$ cat src/rtl/sdram_frame_arbiter.sv
// sdram_frame_arbiter
//   Arbitrates fixed-length SDRAM burst commands between the camera write
//   stream and the display read stream, and rotates the frame buffers
//   between the two streams.
//   Optional build macro: SDRAM_TRIPLE_BUF_EN selects three rotating buffers
//   instead of the default two, so the camera never overwrites a pending frame.
module sdram_frame_arbiter #(
   parameter int ADDR_W        = 24,
   parameter int LVL_W         = 10,
   parameter int FRAME_WORDS   = 307200,
   parameter int BURST_LEN     = 256,
   parameter int BUF_STRIDE    = 524288,
   parameter int RD_FIFO_DEPTH = 512,
   parameter int RD_URGENT     = 64
) (
   input  logic              clk,
   input  logic              rst_n,
   input  logic              wr_frame_start,
   input  logic [LVL_W-1:0]  wr_fifo_level,
   input  logic              rd_frame_start,
   input  logic [LVL_W-1:0]  rd_fifo_level,
   output logic              cmd_valid,
   input  logic              cmd_ready,
   output logic              cmd_write,
   output logic [ADDR_W-1:0] cmd_addr,
   input  logic              burst_done,
   output logic [1:0]        wr_buf,
   output logic [1:0]        rd_buf,
   output logic              frame_overrun
);

   localparam logic [ADDR_W-1:0] FRAME_A   = ADDR_W'(FRAME_WORDS);
   localparam logic [ADDR_W-1:0] BURST_A   = ADDR_W'(BURST_LEN);
   localparam logic [ADDR_W-1:0] STRIDE_A  = ADDR_W'(BUF_STRIDE);
   localparam logic [31:0]       BURST_U   = 32'(BURST_LEN);
   localparam logic [31:0]       RD_ROOM_U = 32'(RD_FIFO_DEPTH - BURST_LEN);
   localparam logic [31:0]       URGENT_U  = 32'(RD_URGENT);

   typedef enum logic [1:0] {IDLE, ISSUE, WAIT} state_t;

   state_t            state, state_d;
   logic              cmd_valid_d, cmd_write_d, frame_overrun_d;
   logic [ADDR_W-1:0] cmd_addr_d;
   logic [ADDR_W-1:0] wr_ptr, wr_ptr_d, rd_ptr, rd_ptr_d;
   logic              wr_active, wr_active_d, rd_active, rd_active_d;
   logic              last_grant_wr, last_grant_wr_d;
   logic [1:0]        ready_buf, ready_buf_d, wr_buf_d, rd_buf_d;
   logic              ready_valid, ready_valid_d;
   logic              promote;
   logic              wr_elig, rd_elig, rd_urgent, grant_wr, grant_rd;
   logic [31:0]       wr_lvl_u, rd_lvl_u;

   // Burst start address inside a buffer, truncated to the address width.
   function automatic logic [ADDR_W-1:0] burst_addr(input logic [1:0] b,
                                                    input logic [ADDR_W-1:0] p);
      return ADDR_W'(b) * STRIDE_A + p;
   endfunction

`ifdef SDRAM_TRIPLE_BUF_EN
   // Free buffer for the camera: neither scanned nor pending. When the reader
   // has just taken the pending frame, step to the buffer after it.
   function automatic logic [1:0] pick_wr_buf(input logic [1:0] rd_b,
                                              input logic [1:0] rdy_b);
      if (rd_b != rdy_b) return 2'd3 - rd_b - rdy_b;
      return (rd_b == 2'd2) ? 2'd0 : rd_b + 2'd1;
   endfunction
`endif

   assign wr_lvl_u  = 32'(wr_fifo_level);
   assign rd_lvl_u  = 32'(rd_fifo_level);
   assign wr_elig   = wr_active && (wr_ptr < FRAME_A) && (wr_lvl_u >= BURST_U);
   assign rd_elig   = rd_active && (rd_ptr < FRAME_A) && (rd_lvl_u <= RD_ROOM_U);
   assign rd_urgent = rd_elig && (rd_lvl_u < URGENT_U);
   // Urgent reads win outright; otherwise alternate, falling back to whoever is eligible.
   assign grant_rd  = rd_urgent || (rd_elig && (!wr_elig || last_grant_wr));
   assign grant_wr  = wr_elig && !grant_rd;

   // Next-state, command and frame-rotation logic.
   always_comb begin
      state_d         = state;
      cmd_valid_d     = cmd_valid;
      cmd_write_d     = cmd_write;
      cmd_addr_d      = cmd_addr;
      last_grant_wr_d = last_grant_wr;
      wr_ptr_d        = wr_ptr;
      rd_ptr_d        = rd_ptr;
      wr_active_d     = wr_active;
      rd_active_d     = rd_active;
      ready_buf_d     = ready_buf;
      ready_valid_d   = ready_valid;
      rd_buf_d        = rd_buf;
      wr_buf_d        = wr_buf;
      frame_overrun_d = 1'b0;
      promote         = 1'b0;

      case (state)
         IDLE: begin
            if (grant_rd || grant_wr) begin
               cmd_valid_d     = 1'b1;
               cmd_write_d     = grant_wr;
               cmd_addr_d      = grant_wr ? burst_addr(wr_buf, wr_ptr)
                                          : burst_addr(rd_buf, rd_ptr);
               last_grant_wr_d = grant_wr;
               state_d         = ISSUE;
            end
         end
         ISSUE: begin
            if (cmd_ready) begin
               cmd_valid_d = 1'b0;
               if (cmd_write) wr_ptr_d = wr_ptr + BURST_A;
               else           rd_ptr_d = rd_ptr + BURST_A;
               state_d = WAIT;
            end
         end
         WAIT: begin
            if (burst_done) state_d = IDLE;
         end
         default: state_d = IDLE;
      endcase

      // Frame boundaries override any pointer advance in the same cycle.
      if (wr_frame_start) begin
         if (wr_ptr == FRAME_A) begin
            ready_buf_d   = wr_buf;
            ready_valid_d = 1'b1;
            promote       = 1'b1;
         end else if (wr_active) begin
            frame_overrun_d = 1'b1;
         end
         wr_active_d = 1'b1;
         wr_ptr_d    = '0;
      end

      // Reader sees a promotion made in this same cycle.
      if (rd_frame_start) begin
         if (ready_valid_d) begin
            rd_buf_d      = ready_buf_d;
            ready_valid_d = 1'b0;
         end
         rd_active_d = 1'b1;
         rd_ptr_d    = '0;
      end

`ifdef SDRAM_TRIPLE_BUF_EN
      if (promote) wr_buf_d = pick_wr_buf(rd_buf_d, ready_buf_d);
`else
      // Two buffers: the camera always owns the buffer the display is not scanning.
      if (promote || rd_frame_start) wr_buf_d = {1'b0, ~rd_buf_d[0]};
`endif
   end

   // State and output registers with synchronous active-low reset.
   always_ff @(posedge clk) begin
      if (!rst_n) begin
         state         <= IDLE;
         cmd_valid     <= 1'b0;
         cmd_write     <= 1'b0;
         cmd_addr      <= '0;
         frame_overrun <= 1'b0;
         last_grant_wr <= 1'b0;
         wr_ptr        <= '0;
         rd_ptr        <= '0;
         wr_active     <= 1'b0;
         rd_active     <= 1'b0;
         ready_buf     <= 2'd0;
         ready_valid   <= 1'b0;
         rd_buf        <= 2'd0;
         wr_buf        <= 2'd1;
      end else begin
         state         <= state_d;
         cmd_valid     <= cmd_valid_d;
         cmd_write     <= cmd_write_d;
         cmd_addr      <= cmd_addr_d;
         frame_overrun <= frame_overrun_d;
         last_grant_wr <= last_grant_wr_d;
         wr_ptr        <= wr_ptr_d;
         rd_ptr        <= rd_ptr_d;
         wr_active     <= wr_active_d;
         rd_active     <= rd_active_d;
         ready_buf     <= ready_buf_d;
         ready_valid   <= ready_valid_d;
         rd_buf        <= rd_buf_d;
         wr_buf        <= wr_buf_d;
      end
   end

endmodule

$ cat config.mk
export PLATFORM = sky130hd
export DESIGN_NAME = sdram_frame_arbiter
export DESIGN_NICKNAME = d
export VERILOG_FILES = /design/src/rtl/sdram_frame_arbiter.sv
export SDC_FILE = /design/constraint.sdc
export NUM_CORES = 1
export LEC_CHECK = 0
export ABC_CLOCK_PERIOD_IN_PS = 6100
export CAP_MARGIN = 15
export CORE_UTILIZATION = 40
export CTS_CLUSTER_SIZE = 30
export DETAILED_ROUTE_END_ITERATION = 10
export SETUP_SLACK_MARGIN = 0.1
export SLEW_MARGIN = 25
export SYNTH_ARGS = -nofsm -noshare
export SYNTH_HDL_FRONTEND = slang
export SYNTH_SLANG_ARGS = --single-unit
$ cat constraint.sdc
create_clock -name clk -period 6.1 [get_ports clk]
set_input_delay 0.915 -clock clk [delete_from_list [all_inputs] [get_ports clk]]
set_output_delay 0.915 -clock clk [all_outputs]
set_load 0.05 [all_outputs]
==> qor.yml <==
status: "finished clean"
portBuffers: 39
synth_top_area_frac: 0.402
utilization: 0.496
antenna_found_initial: 0
drive_above_1_share: 0.0714
dp_slack_ns: 2.60
use_met2: 0.286
root_buffer: "clkbuf_8"
dp_hpwl_mm: 4.90
viasPerCell: 5.32
route.detailed.drc: 0
tightest_slew_ns: 0.995
die-area_um2: 7950
hp-class: "flop to flop"
end_kind: "flop"
cts_buffers: 9
ys_ff_latch: 61
synth-edff-count: 0
ys.flop_type: "dfxtp_1"
multi_input_area_um2: 1650
grt_pass1_wl_mm: 11.6
drt-wirelength-per-cell_um: 14.1
cts_tree: "yes"
avgSynthCellArea_um2: 8.49
rows: 31
maxSlewHeadroom: 0.327
rsz0062_at_grt: "no"
tns_ns: 0
h-tree-depth: 3
yosys_warnings: 0
yosys.area.top_type: "dfxtp_1"
seq_area_um2: 1220
busiest_layer: "met2"
layout.nets: 420
ctsHoldBuffers: 0
ctsResizeCount: 0
firstDrtPassIters: 4
setup_viol: 0
grt_pass1_vias: 2347
diodes: 0
ys_seq_area_frac: 0.402
final_antenna_net_count: 0
insertion_delay_ns: 0.34
cts_setup_buffers: 0
syn2layout_area_growth_pct: 19.1
cts_buffer_depth: 2
core_area_um2: 7290
start_util: 0.417
crit_arrival_ns: 3.29
drt_iter0_drc: 140
post-route-min-period_ns: 3.12
whs_ns: 0.452
final_hold_viol_count: 0
crit_required_ns: 6.27
gp_congestion: 0.737
floorplan.die.height_um: 89.2
vdd_drop_max_mv: 0.143
yosysUniqueCellTypes: 50
grtUsageTotal: 0.193
crit_path_start_kind: "primary input"
skew_ns: 0.00655
async_flop_share: 0
grt.met3_usage: 0.0462
overflow: 0
cts_sinks: 61
grt_max_degree: 24
drv_slew: 0
critical_path_class: "primary input to flop"
netlist_instances: 358
use_met1: 0.266
cellLeakagePower_nw: 1.18
wirelength_mm: 6.91
post-route-period-util: 0.512
finalWorstSetupSlack_ns: 2.98
die_w_um: 89.2
num_io_pins: 57
drv_cap: 0
path_max_fanout: 17
vias: 2614
synthTopCellsByArea: "dfxtp_1, nor2_1, xnor2_1"
max_freq_ghz: 0.320
report.power.total_mw: 0.876
num-fill-cells: 749
syn_area_um2: 3040
power_density_nw_per_um2: 242
clk_pin_slew_worst_paths_ns: 0.06
-- cell usage in the layout, fill, tap and decap left out, drive strengths merged, types with 2 or more instances in the layout --
cell type / synthesis / final
a21o: 2 / 2
a21oi: 14 / 14
a311oi: 14 / 14
and2: 4 / 4
and3: 5 / 5
clkbuf: 12 / 15
clkdlybuf4s50: 0 / 39
conb: 1 / 9
dfxtp: 61 / 61
ha: 6 / 6
inv: 16 / 16
mux2i: 2 / 2
nand2: 13 / 13
nand3: 24 / 24
nand3b: 2 / 2
nand4: 7 / 7
nor2: 43 / 43
nor2b: 3 / 3
nor3: 24 / 24
nor4: 11 / 11
o21ai: 19 / 19
or2: 3 / 3
or3: 8 / 8
or3b: 2 / 2
or4: 2 / 2
xnor2: 16 / 16
xor2: 11 / 11
-- power by group --
group / switching (mW) / leakage [nW] / internal (mW)
sequential: 0.00956 / 0.495 / 0.411
clock: 0.152 / 0.0877 / 0.170
combinational: 0.0891 / 0.595 / 0.0448
-- through the flow --
stage | cell area, µm² | std cells
floorplan | 3070 | 366
global placement | 3430 | 475
detailed placement | 3430 | 475
CTS | 3600 | 491
global route | 3620 | 491
finish | 3620 | 491
-- kinds of logic after synthesis --
logic type | Yosys count | share of synthesized area
flops | 61 | 0.402
other cells | 1 | 0.00123
simple gates | 157 | 0.281
mux | 2 | 0.00658
buf+inv | 46 | 0.0741
compound gates | 57 | 0.126
fa+ha+maj | 7 | 0.0313
xor+xnor | 27 | 0.0778
-- flip-flops by register name (all words and copies together) (netlist names), 2 cells and up --
register,flops
cmd_addr,16
rd_ptr,16
wr_ptr,16
rd_buf,2
ready_buf,2
state,2
-- cell usage after synthesis, types with 5 or more instances --
master    count
ha_1          6
buf_4        12
nor3_1       22
dfxtp_1      61
xor2_1       11
a311oi_1     13
nor2_1       42
a21oi_1      14
or3_1         8
clkbuf_1     12
o21ai_0      19
and3_1        5
nor4_1        7
inv_1        16
nand3_1      24
buf_2         6
nand4_1       7
xnor2_1      16
nand2_1      13
-- per-layer routing --
layer  routed length, µm  share of wire  vias to the layer above
met5                   0              0                        -
met4                 151          0.022                        0
met3                 275          0.040                       17
met2                3030           0.44                       63
met1                3450           0.50                     1225
li1                    -              -                     1309
-- worst paths after layout --
kind / cells past startpoint / from / to / slack (ns)
max: 7 / rd_fifo_level[0] / cmd_addr[16] / 2.98
min: 2 / ready_buf[1] / ready_buf[1] / 0.45
max reg2reg: 5 / wr_ptr[21] / cmd_addr[16] / 3.35
min reg2reg: 2 / ready_buf[1] / ready_buf[1] / 0.45
-- layout make-up --
class                   count  share of cell area
multi-input cells         259               0.455
repair buffers             40               0.110
well taps                  99              0.0342
clock inverters             1             0.00138
inverters                  16              0.0166
clock buffers              15              0.0460
flip-flops and latches     61               0.337
-- critical path, stage by stage --
cell and delay (ns):
clkdlybuf4s50_1 0.39, nor4_1 0.26, a21boi_0 0.26, nor4_2 0.30
buf_4 0.25, or2_0 0.70, a311oi_1 0.19
No activity file was read; power rests on OpenSTA's default activity.
